$ cat config.mk
export PLATFORM = sky130hd
export DESIGN_NAME = keymgr_cfg_en_bank
export DESIGN_NICKNAME = d
export VERILOG_FILES = /design/src/rtl/keymgr_cfg_en_pkg.sv /design/src/rtl/keymgr_cfg_en_ch.sv /design/src/rtl/keymgr_cfg_en_bank.sv
export SDC_FILE = /design/constraint.sdc
export NUM_CORES = 1
export LEC_CHECK = 0
export ABC_CLOCK_PERIOD_IN_PS = 1350
export CAP_MARGIN = 20
export CORE_UTILIZATION = 38
export DETAILED_ROUTE_END_ITERATION = 10
export GPL_TIMING_DRIVEN = 0
export PLACE_DENSITY = 0.63
export SYNTH_ARGS = -nofsm -noshare
export SYNTH_HDL_FRONTEND = slang
export SYNTH_HIERARCHICAL = 1
export SYNTH_SLANG_ARGS = --single-unit
$ cat constraint.sdc
create_clock -name clk_i -period 1.35 [get_ports clk_i]
set_input_delay 0.27 -clock clk_i [delete_from_list [all_inputs] [get_ports clk_i]]
set_output_delay 0.27 -clock clk_i [all_outputs]
set_load 0.05 [all_outputs]
$ cat src/rtl/keymgr_cfg_en_pkg.sv
// Shared types and constants for the key manager configuration-enable bank.
// Optional shadow protection is selected with `KEYMGR_CFG_EN_SHADOW_EN.
package keymgr_cfg_en_pkg;

  localparam int unsigned MaxCh = 16;

  // Pairwise Hamming distance of at least two, so a single bit flip never
  // lands on another legal state.
  typedef enum logic [3:0] {
    StReset    = 4'b0011,
    StOpen     = 4'b0101,
    StClosed   = 4'b1001,
    StDisabled = 4'b1110
  } cfg_en_st_e;

  function automatic int unsigned cnt_width(input int unsigned cyc);
    return (cyc > 0) ? $clog2(cyc + 1) : 1;
  endfunction

endpackage

$ cat src/rtl/keymgr_cfg_en_ch.sv
// One channel of the configuration-enable bank: state machine, auto-close timer
// and, with `KEYMGR_CFG_EN_SHADOW_EN, an inverted shadow copy with mismatch detect.
module keymgr_cfg_en_ch
  import keymgr_cfg_en_pkg::*;
#(
  parameter int unsigned TimeoutCyc = 0
) (
  input  logic clk,
  input  logic rst_n,
  input  logic en,
  input  logic init,
  input  logic set,
  input  logic clr,
  output logic open,
  output logic armed,
  output logic mismatch
);

  localparam int unsigned CntW = cnt_width(TimeoutCyc);
  localparam logic [CntW-1:0] CntLast = (TimeoutCyc > 0) ? CntW'(TimeoutCyc - 1) : '0;
  localparam logic [CntW-1:0] CntMax  = '1;

  cfg_en_st_e      st_q, st_d;
  logic [CntW-1:0] cnt_q, cnt_d;

  always_ff @(posedge clk) begin
    if (!rst_n) begin
      st_q  <= StReset;
      cnt_q <= '0;
    end else begin
      st_q  <= st_d;
      cnt_q <= cnt_d;
    end
  end

  // The counter only survives undisturbed Open cycles; every other path clears it.
  always_comb begin
    st_d  = st_q;
    cnt_d = '0;
    case (st_q)
      StReset: begin
        if (init) st_d = StOpen;
      end
      StDisabled: begin
        if (init) st_d = StClosed;
      end
      StOpen, StClosed: begin
        if (!en) begin
          st_d = StDisabled;
        end else if (set) begin
          st_d = StOpen;
        end else if (clr) begin
          st_d = StClosed;
        end else if (st_q == StOpen && TimeoutCyc > 0) begin
          if (cnt_q == CntLast) begin
            st_d = StClosed;
          end else begin
            cnt_d = (cnt_q == CntMax) ? cnt_q : cnt_q + CntW'(1);
          end
        end
      end
      default: begin
        st_d = StDisabled;
      end
    endcase
  end

  always_comb begin
    open  = 1'b0;
    armed = 1'b0;
    case (st_q)
      StReset:  open = 1'b1;
      StOpen: begin
        open  = 1'b1;
        armed = 1'b1;
      end
      StClosed: armed = 1'b1;
      default: begin
        open  = 1'b0;
        armed = 1'b0;
      end
    endcase
  end

`ifdef KEYMGR_CFG_EN_SHADOW_EN
  logic [3:0]      st_shadow_q;
  logic [CntW-1:0] cnt_shadow_q;
  logic            st_legal;

  // The shadow holds the bit-inverted image so stuck-at faults show as mismatch.
  always_ff @(posedge clk) begin
    if (!rst_n) begin
      st_shadow_q  <= ~StReset;
      cnt_shadow_q <= '1;
    end else begin
      st_shadow_q  <= ~st_d;
      cnt_shadow_q <= ~cnt_d;
    end
  end

  always_comb begin
    st_legal = st_q inside {StReset, StOpen, StClosed, StDisabled};
    mismatch = (st_q != ~st_shadow_q) | (cnt_q != ~cnt_shadow_q) | ~st_legal;
  end
`else
  assign mismatch = 1'b0;
`endif

endmodule

$ cat src/rtl/keymgr_cfg_en_bank.sv
// Multi-channel shadowed configuration-enable bank for the key manager.
// Define `KEYMGR_CFG_EN_SHADOW_EN to enable the shadow copies and sticky fault_o.
module keymgr_cfg_en_bank
  import keymgr_cfg_en_pkg::*;
#(
  parameter int unsigned NumCh      = 4,
  parameter bit          NonInitClr = 1'b1,
  parameter int unsigned TimeoutCyc = 0
) (
  input  logic             clk_i,
  input  logic             rst_ni,
  input  logic             en_i,
  input  logic [NumCh-1:0] init_i,
  input  logic [NumCh-1:0] set_i,
  input  logic [NumCh-1:0] clr_i,
  output logic [NumCh-1:0] out_o,
  output logic             fault_o
);

  logic [NumCh-1:0] open;
  logic [NumCh-1:0] armed;
  logic [NumCh-1:0] mismatch;
  logic [NumCh-1:0] clr_mask;

  for (genvar i = 0; i < NumCh; i++) begin : g_ch
    keymgr_cfg_en_ch #(
      .TimeoutCyc(TimeoutCyc)
    ) u_ch (
      .clk     (clk_i),
      .rst_n   (rst_ni),
      .en      (en_i),
      .init    (init_i[i]),
      .set     (set_i[i]),
      .clr     (clr_i[i]),
      .open    (open[i]),
      .armed   (armed[i]),
      .mismatch(mismatch[i])
    );
  end

  // With NonInitClr cleared, a clear request cannot hide a channel that was never armed.
  assign clr_mask = NonInitClr ? clr_i : (armed & clr_i);

`ifdef KEYMGR_CFG_EN_SHADOW_EN
  logic fault_q;

  always_ff @(posedge clk_i) begin
    if (!rst_ni) begin
      fault_q <= 1'b0;
    end else if (|mismatch) begin
      fault_q <= 1'b1;
    end
  end

  assign fault_o = fault_q;
  assign out_o   = open & {NumCh{en_i}} & ~clr_mask & {NumCh{~fault_q}};
`else
  logic unused_mismatch;

  assign unused_mismatch = |mismatch;
  assign fault_o         = 1'b0;
  assign out_o           = open & {NumCh{en_i}} & ~clr_mask;
`endif

endmodule

==> flow_summary.yaml, run 1 <==
clock_tree:
  clk_latency_ps: 260
  cts_sinks: 16
  cts.reportedPaths.clkPinSlew_ps: 70
  ctsHoldBuffers: 0
  htreeDepth: 1
  clock_path_buffers: 2
  clockRootBuffer: "clkbuf_8"
  cts_tree: "yes"
  numCtsBuffers: 3
final_layout:
  layout-drive-gt1-share_pct: 48.9
  final_cells: 277
  regArea_um2: 350
  top_register: "g_ch.u_ch/st_q"
  fillerInstances: 303
  multiInputGateArea_um2: 1300
  reg.largest.list: "g_ch.u_ch/st_q: 16 flops"
  syn_to_final_growth_pct: 49.0
  antenna_cells: 0
  finalNetCount: 245
  largest_reg_flops: 16
critical_path:
  cp_cell_sequence: "buf_6 > nand2b_4 > a21oi_2 > and3b_2 > buf_8"
  worstPathArrival_ps: 1320
  cp_slowest_cell: "dfxtp_2"
  r2r_setup_slack_ps: -70
  endpoint_kind: "output port"
  max_stage_delay_ps: 330
  critPathRequiredTime_ps: 1080
  crit_fanout: 8
  worst-path-buf-inv: 2
  start_kind: "flop"
  critical_path_class: "reg2out"
  path_delay_family: "simple AND/OR/NAND/NOR gates"
logic_synthesis:
  yosysWarnings: 6
  syn_area_um2: 1550
  syn_nets: 201
  syn-mean-instance-area_um2: 8.35
  netlist_instances: 186
floorplanning:
  die_w_um: 65.9
  core_um2: 3800
  ioPinCount: 20
  rows: 22
  die_h_um: 65.9
  start_util_pct: 40.9
  design.die.area_um2: 4350
timing:
  max_freq_ghz: 0.630
  tns_ps: -950
  whs_ps: 578
  skew_ps: 3.18
  rsz0062_at_grt: "true"
  finalSetupViolations: 7
  setup_slack_ps: -238
  worst_slew_pin_slew_ps: 573
  period_share_pct: 118
  hold_violations: 0
  period_needed_ps: 1590
  relSlewSlack_pct: 61.8
  slew_viol_final: 0
route:
  via_count: 1642
  drtIter0Drc: 127
  firstDrtPassIters: 4
  wire_per_inst_um: 16.1
  totalWireLength_um: 4470
  via_per_inst: 5.93
  final_antenna_net_count: 0
  drcViolationCount: 0
grt:
  grt_pass1_vias: 1508
  antenna_found_initial: 0
  grt_max_degree: 21
  track_usage_pct: 19.8
  overflow: 0
  grt_pass1_wl_um: 6610
run_status:
  outcome: "finished with violations"
  violations: "negative setup slack"
flow_run:
  cap_violations: 0
placed_design:
  place_hpwl_um: 2580
  dpl.cell_count: 252
  portBuffers: 18
  gp_congestion: 0.843
pwr:
  vdd_drop_max_mv: 0.387
  leakage_uw: 0.00105
  powerDensity_nw_per_um2: 961
hold_path:
  hp-class: "in2reg"
layer usage:
layer	track usage, %	wire length, um	vias up
met3	3.62	238	17
met2	35.2	2290	60
met4	10.1	110	0
li1	-	-	777
met5	0	0	-
met1	22.3	1830	788
final cells by class:
type                       count  area share [%]
buffer                         6            2.76
clock buffer                   4            2.38
timing repair buffer          42            17.7
sequential                    16            15.1
inverter                      20            3.24
tap                           48            2.60
multi-input combinational    141            56.2
power breakdown:
group	total, uW	leakage, uW	internal (uW)	switching, uW
clock network	448	0.0000288	259	188
logic	1100	0.000884	605	499
registers	671	0.000134	549	121
total	2220	0.00105	1410	809
metrics by stage:
stage               area [um^2]  total power [uW]  utilization, %  worst slack (ps)
global placement           1800              1370            47.3             -1190
CTS                        2120              2050            55.8              -214
global route               2310              2340            60.9              -274
floorplan                  1560              1210               -              32.7
finish                     2310              2220            60.9              -238
detailed placement         1800              1390            47.3             -1200
final timing paths:
path | from | to | cells after the start
max reg2reg | g_ch[2].u_ch/st_q[2]$_SDFFE_PN0P_ | g_ch[2].u_ch/st_q[3]$_SDFFE_PN0P_ | 6
min | set_i[0] | g_ch[0].u_ch/st_q[3]$_SDFFE_PN0P_ | 4
min reg2reg | g_ch[3].u_ch/st_q[3]$_SDFFE_PN0P_ | g_ch[3].u_ch/st_q[0]$_SDFFE_PN1P_ | 2
max | g_ch[2].u_ch/st_q[3]$_SDFFE_PN0P_ | out_o[2] | 5
tightest hold or removal path, stage by stage:
cell and delay (ps):
dlymetal6s2s_1 200, nand4b_1 120, o22ai_1 90, a21oi_2 120
layout by cell type, fill, tap and decap left out, types with 4 or more instances in the layout:
cell             instances
o22a_1                   4
a21oi_1                  4
inv_1                   20
nand2b_4                16
nand4bb_1                4
dfxtp_2                 12
o211ai_1                 4
buf_8                    4
nand4b_1                 4
dfxtp_4                  4
buf_6                    9
nor2b_1                  5
a31oi_1                  4
nand2_1                 16
o2bb2ai_1                4
clkbuf_8                 4
a21oi_2                  8
clkdlybuf4s50_1         10
mux2i_1                  5
or2b_2                   4
and3b_2                  4
xor2_1                   4
a21o_2                   4
a311o_1                  4
buf_4                   20
nor4_1                   4
and3_4                   4
o22ai_1                 11
what timing repair did:
item,in CTS,in global routing
endpoints found under the setup margin,20,15
setup buffers,13,13
resized for setup,75,29
pin swaps,7,7
(Power assumes the default switching activity.)
==> run 2, diff against run 1 <==
--- a/config.mk
+++ b/config.mk
@@ -5,12 +5,12 @@
 export SDC_FILE = /design/constraint.sdc
 export NUM_CORES = 1
 export LEC_CHECK = 0
-export ABC_CLOCK_PERIOD_IN_PS = 1350
+export ABC_CLOCK_PERIOD_IN_PS = 1400
 export CAP_MARGIN = 20
 export CORE_UTILIZATION = 38
 export DETAILED_ROUTE_END_ITERATION = 10
 export GPL_TIMING_DRIVEN = 0
-export PLACE_DENSITY = 0.63
+export PLACE_DENSITY = 0.65
 export SYNTH_ARGS = -nofsm -noshare
 export SYNTH_HDL_FRONTEND = slang
 export SYNTH_HIERARCHICAL = 1
==> constraint.sdc (replaced) <==
create_clock -name clk_i -period 1.4 [get_ports clk_i]
set_input_delay 0.28 -clock clk_i [delete_from_list [all_inputs] [get_ports clk_i]]
set_output_delay 0.28 -clock clk_i [all_outputs]
set_load 0.05 [all_outputs]
==> flow_summary.yaml, run 2 (same netlist as run 1, synthesis figures left out) <==
route:
  final_antenna_net_count: 0
  totalWireLength_um: 3870
  firstDrtPassIters: 4
  drcViolationCount: 0
  via_count: 1560
  via_per_inst: 5.74
  drtIter0Drc: 97
  wire_per_inst_um: 14.2
final_layout:
  reg.largest.list: "g_ch.u_ch/st_q: 16 flops"
  syn_to_final_growth_pct: 39.1
  finalNetCount: 241
  final_common_cell: "buf_4"
  antenna_cells: 0
  fillerInstances: 346
  final_util_pct: 56.9
  top_register: "g_ch.u_ch/st_q"
  layout_common_cells: "buf_4 (22), inv_1 (20), nand2_1 (16)"
  fin_area_um2: 2160
  layout-drive-gt1-share_pct: 43.8
  largest_reg_flops: 16
critical_path:
  endpoint_kind: "output port"
  max_stage_delay_ps: 320
  critPathRequiredTime_ps: 1120
  cp_cell_sequence: "buf_6 > nand2b_4 > a21oi_2 > and3b_2 > buf_8"
  crit_fanout: 3
  critical_path_class: "reg2out"
  cp_slowest_cell: "dfxtp_2"
  start_kind: "flop"
  worstPathArrival_ps: 1260
clock_tree:
  cts_tree: "yes"
  clock_path_buffers: 2
  cts_sinks: 16
  clk_latency_ps: 240
  htreeDepth: 1
  cts.reportedPaths.clkPinSlew_ps: 70
  clockRootBuffer: "clkbuf_8"
  numCtsBuffers: 3
grt:
  overflow: 0
  grt_pass1_wl_um: 6310
  antenna_found_initial: 0
  grt_pass1_vias: 1421
  track_usage_pct: 18.4
  grt_max_degree: 21
timing:
  setup_slack_ps: -142
  finalSetupViolations: 4
  slew_viol_final: 0
  worst_slew_pin_slew_ps: 506
  period_share_pct: 110
  period_needed_ps: 1540
  hold_violations: 0
  rsz0062_at_grt: "true"
  skew_ps: 0.486
  max_freq_ghz: 0.649
  whs_ps: 543
  tns_ps: -434
  relSlewSlack_pct: 66.2
floorplanning:
  start_util_pct: 40.9
  design.die.area_um2: 4350
  rows: 22
  ioPinCount: 20
  core_um2: 3800
  die_h_um: 65.9
  die_w_um: 65.9
pwr:
  p_int_uw: 1220
  p_sw_share_pct: 35.9
  leakage_uw: 0.000954
  powerDensity_nw_per_um2: 878
  pwr-share-clk_pct: 18.1
  seqPwrFrac_pct: 33.8
  vdd_drop_max_mv: 0.375
  switching_power_uw: 681
  comb_power_share_pct: 48.1
placed_design:
  dp_slack_ps: -1150
  portBuffers: 18
  placed_cell_area_um2: 1800
  place_hpwl_um: 2350
  gp_congestion: 0.875
run_status:
  violations: "negative setup slack"
  outcome: "finished with violations"
hold_path:
  hp-class: "reg2reg"
flow_run:
  cap_violations: 0
run 2: worst paths after layout:
check                                          from                                end  slack [ps]  cells past startpoint
hold / removal    g_ch[3].u_ch/st_q[3]$_SDFFE_PN0P_  g_ch[3].u_ch/st_q[1]$_SDFFE_PN1P_         540                      2
hold reg to reg   g_ch[3].u_ch/st_q[3]$_SDFFE_PN0P_  g_ch[3].u_ch/st_q[1]$_SDFFE_PN1P_         540                      2
setup / recovery  g_ch[2].u_ch/st_q[2]$_SDFFE_PN0P_                           out_o[2]        -140                      5
setup reg to reg  g_ch[3].u_ch/st_q[1]$_SDFFE_PN1P_  g_ch[3].u_ch/st_q[1]$_SDFFE_PN1P_          20                      6
run 2: timing repair:
item,CTS,global route
hold buffers,0,0
pin swaps,7,7
endpoints found under the setup margin,20,13
resized for setup,73,17
buffers inserted,20,5
run 2: cell type report:
| class | count | area, um^2 | area share (%) |
|---|---|---|---|
| multi-input cells | 141 | 1210 | 56.0 |
| repair buffers | 41 | 382 | 17.7 |
| flip-flops and latches | 16 | 362 | 16.7 |
| inverters | 20 | 75.1 | 3.48 |
| well taps | 48 | 60.1 | 2.78 |
| clock buffers | 3 | 41.3 | 1.91 |
| plain buffers | 3 | 30.0 | 1.39 |
run 2: per-stage QoR:
| step | cells | power, uW |
|---|---|---|
| after global placement | 252 | 1330 |
| after CTS | 269 | 1850 |
| final | 272 | 1900 |
| after detailed placement | 252 | 1330 |
| after floorplan | 186 | 1160 |
| after global routing | 272 | 2030 |
run 2: power by group through the flow:
stage | registers [uW] | logic [uW] | clock network [uW]
CTS | 634 | 849 | 363
floorplan | 585 | 578 | 0
detailed placement | 601 | 733 | 0
global route | 657 | 982 | 390
finish | 641 | 912 | 344
global placement | 598 | 735 | 0
run 2: layer usage:
metal	routed length (um)	vias up	track usage [%]
li1	-	769	-
met1	1830	746	23.8
met2	1870	43	32.3
met3	155	2	2.07
met4	20	0	4.08
met5	0	-	0
run 2: worst max-delay path, delay by kind of cell, from the launching register on:
kind / cells / cell delay, ps
compound gates: 1 / 90
buf+inv: 2 / 260
simple gates: 2 / 330
flops: 1 / 320
